===== config.mk =====
export PLATFORM = sky130hd
export DESIGN_NAME = pipelined_csel_adder
export DESIGN_NICKNAME = d
export VERILOG_FILES = /design/src/rtl/csel_pkg.sv /design/src/rtl/csel_block.sv /design/src/rtl/pipelined_csel_adder.sv
export SDC_FILE = /design/constraint.sdc
export NUM_CORES = 1
export LEC_CHECK = 0
export ABC_AREA = 0
export CAP_MARGIN = 20
export CORE_UTILIZATION = 58
export CTS_BUF_LIST = sky130_fd_sc_hd__clkbuf_4 sky130_fd_sc_hd__clkbuf_8
export DETAILED_ROUTE_END_ITERATION = 12
export GPL_ROUTABILITY_DRIVEN = 0
export PLACE_DENSITY = 0.83
export RECOVER_POWER = 25
export SLEW_MARGIN = 20
export SYNTH_ARGS = -nofsm -noshare
export SYNTH_HDL_FRONTEND = slang
export SYNTH_HIERARCHICAL = 1
export SYNTH_SLANG_ARGS = --single-unit

===== constraint.sdc =====
create_clock -name clk -period 7.7 [get_ports clk]
set_clock_uncertainty 0.05 [all_clocks]
set_input_delay 1.54 -clock clk [delete_from_list [all_inputs] [get_ports clk]]
set_output_delay 1.54 -clock clk [all_outputs]
set_load 0.03 [all_outputs]

===== src/rtl/csel_pkg.sv =====
// Shared types, defaults and stage-count helper for the pipelined carry-select adder.
package csel_pkg;

    typedef enum logic {
        OP_ADD = 1'b0,
        OP_SUB = 1'b1
    } op_t;

    localparam int DEF_WIDTH = 32;
    localparam int DEF_BLOCK = 4;
    localparam int DEF_BPS   = 2;

    // Pipeline depth: blocks split into groups of bps, last group may be partial.
    function automatic int nstage(input int width, input int block, input int bps);
        if (bps <= 0 || block <= 0) begin
            return 0;
        end
        return ((width / block) + bps - 1) / bps;
    endfunction

endpackage


===== src/rtl/csel_block.sv =====
// One carry-select block: two ripple-carry adders (carry-in 0 and 1) and an output select.
module csel_block
    import csel_pkg::*;
#(
    parameter int BLOCK = DEF_BLOCK
) (
    input  logic [BLOCK-1:0] a,
    input  logic [BLOCK-1:0] b,
    input  logic             cin,
    output logic [BLOCK-1:0] sum,
    output logic             cout
);

    logic [BLOCK:0]   c0;
    logic [BLOCK:0]   c1;
    logic [BLOCK-1:0] sum0;
    logic [BLOCK-1:0] sum1;

    // NOTE: every bit of c0/c1/sum0/sum1 is written on each pass, so no latch is inferred.
    always_comb begin
        c0[0] = 1'b0;
        c1[0] = 1'b1;
        for (int i = 0; i < BLOCK; i++) begin
            sum0[i]  = a[i] ^ b[i] ^ c0[i];
            c0[i+1]  = (a[i] & b[i]) | (c0[i] & (a[i] ^ b[i]));
            sum1[i]  = a[i] ^ b[i] ^ c1[i];
            c1[i+1]  = (a[i] & b[i]) | (c1[i] & (a[i] ^ b[i]));
        end
    end

    assign sum  = cin ? sum1 : sum0;
    assign cout = cin ? c1[BLOCK] : c0[BLOCK];

endmodule


===== src/rtl/pipelined_csel_adder.sv =====
// Pipelined carry-select adder/subtractor with valid/ready handshake and cout/ovf/zero flags.
module pipelined_csel_adder
    import csel_pkg::*;
#(
    parameter int WIDTH = DEF_WIDTH,
    parameter int BLOCK = DEF_BLOCK,
    parameter int BPS   = DEF_BPS
) (
    input  logic             clk,
    input  logic             rst,
    input  logic             in_valid,
    output logic             in_ready,
    input  logic [WIDTH-1:0] a,
    input  logic [WIDTH-1:0] b,
    input  logic             cin,
    input  op_t              op,
    output logic             out_valid,
    input  logic             out_ready,
    output logic [WIDTH-1:0] sum,
    output logic             cout,
    output logic             ovf,
    output logic             zero
);

    localparam int NBLK   = WIDTH / BLOCK;
    localparam int NSTAGE = nstage(WIDTH, BLOCK, BPS);

    if (BPS == 0 || WIDTH % BLOCK != 0) begin : g_bad_cfg
        $fatal(1, "pipelined_csel_adder: WIDTH must be a multiple of BLOCK and BPS must be nonzero");
    end

    logic             adv;
    logic [WIDTH-1:0] b_eff;
    logic             c_first;

    // One global enable: the whole pipe moves or the whole pipe holds.
    assign adv      = ~out_valid | out_ready;
    assign in_ready = adv;
    assign b_eff    = (op == OP_SUB) ? ~b : b;
    assign c_first  = (op == OP_SUB) ? 1'b1 : cin;

    for (genvar s = 0; s < NSTAGE; s++) begin : g_stage
        localparam int LO = s * BPS;
        localparam int HI = (LO + BPS < NBLK) ? LO + BPS : NBLK;
        localparam int PW = LO * BLOCK;
        localparam int SW = HI * BLOCK;
        localparam int NW = SW - PW;
        localparam int RW = WIDTH - SW;

        logic [WIDTH-PW-1:0] a_in;
        logic [WIDTH-PW-1:0] b_in;
        logic                c_in;
        logic                v_in;
        logic [NW-1:0]       sum_new;
        logic                c_out;
        logic [SW-1:0]       sum_d;
        logic                v_q;
        logic                c_q;
        logic [SW-1:0]       sum_q;

        if (s == 0) begin : g_first
            assign a_in  = a;
            assign b_in  = b_eff;
            assign c_in  = c_first;
            assign v_in  = in_valid;
            assign sum_d = sum_new;
        end else begin : g_next
            assign a_in  = g_stage[s-1].g_skew.a_q;
            assign b_in  = g_stage[s-1].g_skew.b_q;
            assign c_in  = g_stage[s-1].c_q;
            assign v_in  = g_stage[s-1].v_q;
            assign sum_d = {sum_new, g_stage[s-1].sum_q};
        end

        for (genvar k = 0; k < HI - LO; k++) begin : g_blk
            logic c_i;
            logic c_o;
            if (k == 0) begin : g_c_head
                assign c_i = c_in;
            end else begin : g_c_chain
                assign c_i = g_blk[k-1].c_o;
            end
            csel_block #(.BLOCK(BLOCK)) u_blk (
                .a    (a_in[k*BLOCK +: BLOCK]),
                .b    (b_in[k*BLOCK +: BLOCK]),
                .cin  (c_i),
                .sum  (sum_new[k*BLOCK +: BLOCK]),
                .cout (c_o)
            );
        end
        assign c_out = g_blk[HI-LO-1].c_o;

        // NOTE: datapath registers are reset too, so sum and flags read 0 straight out of reset.
        always_ff @(posedge clk or posedge rst) begin
            if (rst) begin
                v_q   <= 1'b0;
                c_q   <= 1'b0;
                sum_q <= '0;
            end else if (adv) begin
                v_q   <= v_in;
                c_q   <= c_out;
                sum_q <= sum_d;
            end
        end

        if (s < NSTAGE - 1) begin : g_skew
            // Unconsumed upper operand slices; their MSBs carry the sign bits forward.
            logic [RW-1:0] a_q;
            logic [RW-1:0] b_q;
            always_ff @(posedge clk or posedge rst) begin
                if (rst) begin
                    a_q <= '0;
                    b_q <= '0;
                end else if (adv) begin
                    a_q <= a_in[WIDTH-PW-1 -: RW];
                    b_q <= b_in[WIDTH-PW-1 -: RW];
                end
            end
        end else begin : g_flags
            logic ovf_q;
            logic zero_q;
            always_ff @(posedge clk or posedge rst) begin
                if (rst) begin
                    ovf_q  <= 1'b0;
                    zero_q <= 1'b0;
                end else if (adv) begin
                    ovf_q  <= (a_in[WIDTH-PW-1] == b_in[WIDTH-PW-1]) &&
                              (sum_new[NW-1] != a_in[WIDTH-PW-1]);
                    zero_q <= ~|sum_d;
                end
            end
        end
    end

    assign out_valid = g_stage[NSTAGE-1].v_q;
    assign sum       = g_stage[NSTAGE-1].sum_q;
    assign cout      = g_stage[NSTAGE-1].c_q;
    assign ovf       = g_stage[NSTAGE-1].g_flags.ovf_q;
    assign zero      = g_stage[NSTAGE-1].g_flags.zero_q;

endmodule


==> impl_metrics.sql, run 1 <==
INSERT INTO impl_metrics (metric_group, metric, value, unit) VALUES
('synthesis', 'ys_ff_latch', '186', ''),
('place', 'placed_area', '0.00957', 'sq mm'),
('run', 'cap_viol_max_count', '1', ''),
('setup_path', 'worst_ep_arrival_time', '5.83', 'ns'),
('worst_hold_path', 'class_of_the_most_critical_hold_timing_path', 'reg2reg', ''),
('drt', 'detailedRoute.firstIterationViolations', '395', ''),
('floorplanning', 'pin_count', '107', ''),
('setup_path', 'cp_max_fo', '109', ''),
('synthesis', 'edff_count_synth', '0', ''),
('clock_network', 'cts.hold.buffers_added', '0', ''),
('synthesis', 'avgSynthCellArea', '8.93', 'sq um'),
('place', 'place.port_buffers', '106', ''),
('outcome', 'run_status', 'complete, but fails checks', ''),
('global_routing', 'grt_first_pass_wirelength', '25700', 'um'),
('drt', 'route.detailed.drc', '0', ''),
('power', 'power_density', '398', 'mW/mm^2'),
('setup_path', 'path_cells', 'dlygate4sd3_1, clkinvlp_2, buf_4', ''),
('timing', 'fmax', '184', 'MHz'),
('finish', 'layout-drive-gt1-share', '0.0387', ''),
('clock_network', 'clockRootBuffer', 'clkbuf_8', ''),
('clock_network', 'htreeDepth', '4', ''),
('floorplanning', 'coreArea', '0.0145', 'sq mm'),
('timing', 'final_critical_path_setup_slack', '2.27', 'ns'),
('synthesis', 'yosys_top_cell_area_share', '0.542', ''),
('floorplanning', 'die_w', '124', 'um'),
('finish', 'nNetsFinal', '1157', ''),
('place', 'dp_hpwl', '10400', 'um'),
('synthesis', 'yosys.cell_count.top_type', 'nand2_1', ''),
('setup_path', 'setup.worst_path.end_class', 'asynchronous set/reset pin', ''),
('setup_path', 'startpoint_type', 'primary input', ''),
('drt', 'post_drt_via_cell_ratio', '4.80', ''),
('synthesis', 'syn_nets', '1072', ''),
('setup_path', 'path_class', 'in2async', ''),
('drt', 'antenna_violating_nets_left', '0', ''),
('place', 'detailedPlace.worstSlack', '2.21', 'ns'),
('timing', 'worstMarginPinSlew', '4.61', 'ns'),
('setup_path', 'cp.required', '8.10', 'ns'),
('clock_network', 'clk_latency', '0.46', 'ns'),
('synthesis', 'synth_cells', '962', ''),
('synthesis', 'mappedNetlistArea', '0.00859', 'sq mm'),
('drt', 'met2RoutedLength', '7050', 'um'),
('finish', 'final.fill_count', '1156', ''),
('timing', 'fin_crit_period', '5.43', 'ns'),
('clock_network', 'cts.sinks', '186', ''),
('timing', 'report.final.setup_viol', '0', ''),
('outcome', 'violations', 'capacitance limit, slew limit', ''),
('clock_network', 'post_cts_resized', '0', ''),
('synthesis', 'synth.area.top_cells', 'dfrtp_1 (54%), nand2_1 (22%), fa_1 (5.6%), inv_1 (4.1%), xnor2_1 (2.4%)', ''),
('floorplanning', 'dieArea', '0.0153', 'sq mm'),
('synthesis', 'synth-main-ff-cell', 'dfrtp_1', ''),
('drt', 'routed_wl', '15300', 'um'),
('timing', 'grt_setup_unrepaired', 'false', ''),
('synthesis', 'netlist.top_cell.by_area', 'dfrtp_1', ''),
('timing', 'fin_crit_sh', '0.705', ''),
('timing', 'report.final.hold_viol_count', '0', ''),
('clock_network', 'cts_tree', 'built', ''),
('synthesis', 'synthesis.yosys.warnings', '6', ''),
('finish', 'syn_to_final_growth', '16.7', '%'),
('timing', 'final_max_slew_viol_count', '110', ''),
('global_routing', 'gr-total-overflow', '0', ''),
('finish', 'post-route-cell-area', '0.0100', 'sq mm'),
('clock_network', 'post_cts_buffers', '0', ''),
('global_routing', 'grt_max_degree', '115', ''),
('global_routing', 'number_of_antenna_violations_at_the_first_check_in_global_routing', '1', ''),
('clock_network', 'tritoncts.num_buffers', '17', ''),
('synthesis', 'ys_types', '26', ''),
('timing', 'totalNegativeSetupSlack', '0', 'ns'),
('timing', 'worst_case_headroom_to_the_max_slew_limit', '-2.09', ''),
('setup_path', 'critical_path.max_stage_delay', '2.54', 'ns'),
('floorplanning', 'initial_core_utilization', '0.593', ''),
('clock_network', 'clk_path_buf_depth', '2', '');
[report_power, final]
part	internal (W)	switching, W	total [W]
Combinational	0.000618	0.000986	0.00160
Clock	0.000374	0.000340	0.000714
Sequential	0.00141	0.000270	0.00168
Total	0.00240	0.00160	0.00400
[path summary, 6_finish.rpt]
path | cells past startpoint | slack, ns | to | startpoint
min in group asynchronous | 2 | 2.86 | sum[8] | rst
max in group clk | 22 | 2.68 | g_stage[0].sum_q[7] | op
worst max-delay path | 3 | 2.27 | g_stage[0].sum_q[6] | rst
worst max register to register | 20 | 3.69 | zero | g_stage[2].g_skew.a_q[0]
worst min-delay path | 2 | 0.41 | g_stage[2].v_q | g_stage[2].v_q
worst min register to register | 2 | 0.41 | g_stage[2].v_q | g_stage[2].v_q
[placed cells by master (no fill, tap or decap), drive strengths merged]
| cell | instances |
|---|---|
| a21oi | 1 |
| and3b | 1 |
| buf | 6 |
| bufinv | 4 |
| clkbuf | 19 |
| clkdlybuf4s50 | 104 |
| clkinv | 7 |
| clkinvlp | 2 |
| dfrtp | 186 |
| diode | 1 |
| dlygate4sd3 | 1 |
| fa | 24 |
| ha | 16 |
| inv | 94 |
| mux2i | 4 |
| nand2 | 507 |
| nand2b | 1 |
| nand4 | 2 |
| nor2 | 1 |
| nor2b | 1 |
| nor4 | 8 |
| o21ai | 29 |
| o31ai | 1 |
| or2 | 1 |
| xnor2 | 24 |
| xor2 | 16 |
[through the flow]
stage / instances / utilization / total power, W
2_1_floorplan: 962 / - / 0.00282
3_5_place_dp: 1212 / 0.661 / 0.00330
6_report: 1245 / 0.693 / 0.00400
3_3_place_gp: 1212 / 0.661 / 0.00323
5_1_grt: 1245 / 0.693 / 0.00433
4_1_cts: 1244 / 0.692 / 0.00403
[kinds of logic after synthesis]
group,share of synthesized area
adders and majority gates,0.0792
DFF,0.542
xor gates and xnor gates,0.0408
muxes,0.00466
and+or+nand+nor,0.233
AOI/OAI and AO/OA,0.0184
buffers and inverters,0.0819
[critical path, delay by kind of cell]
family | cells | cell delay [ns]
buffers and inverters | 3 | 4.15
[cell type report]
class	count	area (sq um)	area share
Sequential cell	186	4650	0.464
Multi-Input combinational cell	637	3230	0.322
Timing Repair Buffer	111	1100	0.109
Inverter	94	357	0.0356
Clock buffer	19	262	0.0261
Tap cell	184	230	0.0230
Clock inverter	13	193	0.0192
Antenna cell	1	2.50	0.000250
[routing by layer]
metal,up-vias,global-route usage
met5,-,0
met4,0,0.0934
met3,29,0.0417
met2,154,0.333
met1,2769,0.320
li1,3027,-
[sequential cells by signal, indices dropped and copies added (netlist names)]
name	count
sum	32
g_stage.v_q	3
out_valid	1
g_stage.sum_q	48
ovf	1
g_stage.c_q	3
g_stage.g_skew.a_q	48
zero	1
cout	1
g_stage.g_skew.b_q	48
Note: power is estimated with default switching activity, not from simulation.
==> run 2: changes to the inputs <==
==> constraint.sdc (replaced) <==
create_clock -name clk -period 5.45 [get_ports clk]
set_clock_uncertainty 0.05 [all_clocks]
set_input_delay 1.09 -clock clk [delete_from_list [all_inputs] [get_ports clk]]
set_output_delay 1.09 -clock clk [all_outputs]
set_load 0.03 [all_outputs]
==> run 2 against run 1 <==
Net effect: wire length decreased by 0.71%; the flow still finishes with violations (capacitance limit, slew limit); largest cell class unchanged; clock power increased by 38%; hold slack about the same; sequential power increased by 41%; critical path type is now in2reg; die area unchanged; total power increased by 40%.
==> impl_metrics.sql, run 2 (synthesis results as in run 1) <==
INSERT INTO impl_metrics (metric_group, metric, value, unit) VALUES
('floorplanning', 'initial_core_utilization', '0.593', ''),
('timing', 'report.final.hold_viol_count', '0', ''),
('clock_network', 'post_cts_resized', '0', ''),
('global_routing', 'grt_first_pass_wirelength', '25700', 'um'),
('timing', 'report.final.setup_viol', '0', ''),
('drt', 'routed_wl', '15100', 'um'),
('clock_network', 'clk_path_buf_depth', '2', ''),
('timing', 'fmax', '224', 'MHz'),
('global_routing', 'grt.total_usage', '0.221', ''),
('timing', 'worst_case_headroom_to_the_max_slew_limit', '-0.632', ''),
('drt', 'post_drt_via_cell_ratio', '4.73', ''),
('finish', 'layout-drive-gt1-share', '0.0396', ''),
('clock_network', 'htreeDepth', '4', ''),
('floorplanning', 'die_w', '124', 'um'),
('clock_network', 'cts_tree', 'built', ''),
('setup_path', 'setup.worst_path.end_class', 'register', ''),
('drt', 'routed-via-count', '5889', ''),
('setup_path', 'path_cells', 'clkdlybuf4s50_1, xor2_1, inv_1, ha_1, inv_1, mux2i_1, fa_1, inv_1, fa_1, inv_1, fa_1, inv_1, mux2i_1, fa_1, inv_1, fa_1, inv_1, fa_1, inv_1, nand2_1, nand2_1', ''),
('clock_network', 'tritoncts.num_buffers', '17', ''),
('clock_network', 'clk_latency', '0.45', 'ns'),
('setup_path', 'slowest_stage', 'clkdlybuf4s50_1', ''),
('timing', 'fin_crit_sh', '0.821', ''),
('timing', 'grt_setup_unrepaired', 'false', ''),
('clock_network', 'clk_transition_reported_paths', '0.09', 'ns'),
('setup_path', 'startpoint_type', 'primary input', ''),
('floorplanning', 'dieArea', '0.0153', 'sq mm'),
('finish', 'top_regs', 'g_stage.g_skew.a_q: 48 flops, g_stage.g_skew.b_q: 48 flops, g_stage.sum_q: 48 flops', ''),
('place', 'place.port_buffers', '106', ''),
('setup_path', 'rr_startpoint', 'g_stage[2].g_skew.a_q[0]', ''),
('floorplanning', 'pin_count', '107', ''),
('timing', 'worstMarginPinSlew', '2.45', 'ns'),
('timing', 'final_max_slew_viol_count', '187', ''),
('global_routing', 'number_of_antenna_violations_at_the_first_check_in_global_routing', '0', ''),
('setup_path', 'worst_ep_arrival_time', '4.81', 'ns'),
('floorplanning', 'coreArea', '0.0145', 'sq mm'),
('clock_network', 'clockRootBuffer', 'clkbuf_8', ''),
('setup_path', 'cp_max_fo', '2', ''),
('setup_path', 'reg2reg_slack', '1.52', 'ns'),
('global_routing', 'gr-total-overflow', '0', ''),
('drt', 'antenna_violating_nets_left', '0', ''),
('setup_path', 'critical_path.most_common_cell', 'inv_1', ''),
('finish', 'nNetsFinal', '1158', ''),
('place', 'dp_hpwl', '10200', 'um'),
('drt', 'route.detailed.drc', '0', ''),
('timing', 'totalNegativeSetupSlack', '0', 'ns'),
('finish', 'syn_to_final_growth', '16.5', '%'),
('floorplanning', 'fp.dieH', '124', 'um'),
('setup_path', 'critical_path.max_stage_delay', '0.47', 'ns'),
('clock_network', 'cts.sinks', '186', ''),
('power', 'power_density', '561', 'mW/mm^2'),
('drt', 'detailed_router_iteration_count_before_antenna_repair', '6', ''),
('finish', 'mostFrequentLayoutCell', 'nand2_1', ''),
('finish', 'antenna_cells_inserted', '0', ''),
('global_routing', 'via_count_of_the_first_global_routing_pass', '5490', ''),
('power', 'p_leak', '5.29', 'nW'),
('worst_hold_path', 'holdCritStartpoint', 'g_stage[2].v_q', ''),
('drt', 'detailedRoute.firstIterationViolations', '439', ''),
('global_routing', 'grt_max_degree', '187', ''),
('finish', 'postLayoutCoreUtil', '0.691', ''),
('setup_path', 'worstSetupStartpoint', 'b[0]', ''),
('power', 'p_total', '0.00561', 'W'),
('run', 'cap_viol_max_count', '1', ''),
('drt', 'wire_per_inst', '12.2', 'um'),
('setup_path', 'path_class', 'in2reg', ''),
('floorplanning', 'core.rowCount', '44', ''),
('outcome', 'violations', 'capacitance limit, slew limit', ''),
('timing', 'fin_crit_period', '4.47', 'ns'),
('outcome', 'run_status', 'complete, but fails checks', ''),
('setup_path', 'cp.required', '5.79', 'ns'),
('finish', 'final_cell_mix', 'nand2_1 (507), dfrtp_1 (186), clkdlybuf4s50_1 (104)', ''),
('power', 'ir_drop', '0.000258', 'V'),
('worst_hold_path', 'class_of_the_most_critical_hold_timing_path', 'reg2reg', ''),
('timing', 'fin_hold_ws', '0.413', 'ns'),
('clock_network', 'cts.hold.buffers_added', '0', ''),
('clock_network', 'post_cts_buffers', '0', '');
[run 2: changes by cell type in the layout (fill, tap and decap cells not counted)]
| cell | change |
|---|---|
| clkinv_2 | +1 |
| clkbuf_8 | -2 |
| clkinvlp_4 | +1 |
| clkinvlp_2 | -1 |
| diode_2 | -1 |
| buf_4 | +1 |
| inv_6 | +2 |
| clkbuf_4 | +5 |
| clkinv_4 | -4 |
| inv_8 | -1 |
| buf_6 | -1 |
[run 2: final timing paths]
kind                                       endpoint  depth (start not counted)
min in group asynchronous                    sum[5]                          3
hold reg to reg                           out_valid                          1
setup / recovery                g_stage[0].sum_q[7]                         21
hold / removal                            out_valid                          1
max in group asynchronous  g_stage[0].g_skew.a_q[1]                          3
setup reg to reg                               zero                         20
[run 2: power by group]
part	internal [W]	leakage (nW)	switching, W	total [W]
Combinational	0.000881	2.81	0.00138	0.00226
Clock	0.000521	0.222	0.000463	0.000984
Sequential	0.00199	2.26	0.000377	0.00237
Total	0.00339	5.29	0.00222	0.00561
[run 2: critical path, delay by kind of cell]
| family | cells | cell delay [ns] |
|---|---|---|
| xor gates and xnor gates | 1 | 0.20 |
| adders and majority gates | 7 | 2.04 |
| buffers and inverters | 9 | 1.02 |
| muxes | 2 | 0.31 |
| and+or+nand+nor | 2 | 0.16 |
[run 2: final cells by class]
cell class | instances | area, sq um
inverter | 94 | 359
multi-input combinational | 637 | 3230
sequential | 186 | 4650
clock inverter | 11 | 169
clock buffer | 21 | 264
timing repair buffer | 112 | 1100
fill | 1153 | 4470
tap | 184 | 230
[run 2: per-stage QoR]
step | cells | worst slack [ns] | area (sq um)
3_5_place_dp | 1213 | 0.538 | 9590
2_1_floorplan | 962 | 1.00 | 8590
3_3_place_gp | 1213 | 0.703 | 9590
6_report | 1245 | 0.976 | 10000
5_1_grt | 1245 | 0.728 | 10000
4_1_cts | 1245 | 1.01 | 10000
[run 2: per-layer routing]
layer	share of wire	wire (um)	global-route usage
met1	0.48	7210	0.316
met2	0.47	7130	0.345
met3	0.040	613	0.0412
met4	0.013	197	0.0678
met5	0	0	0
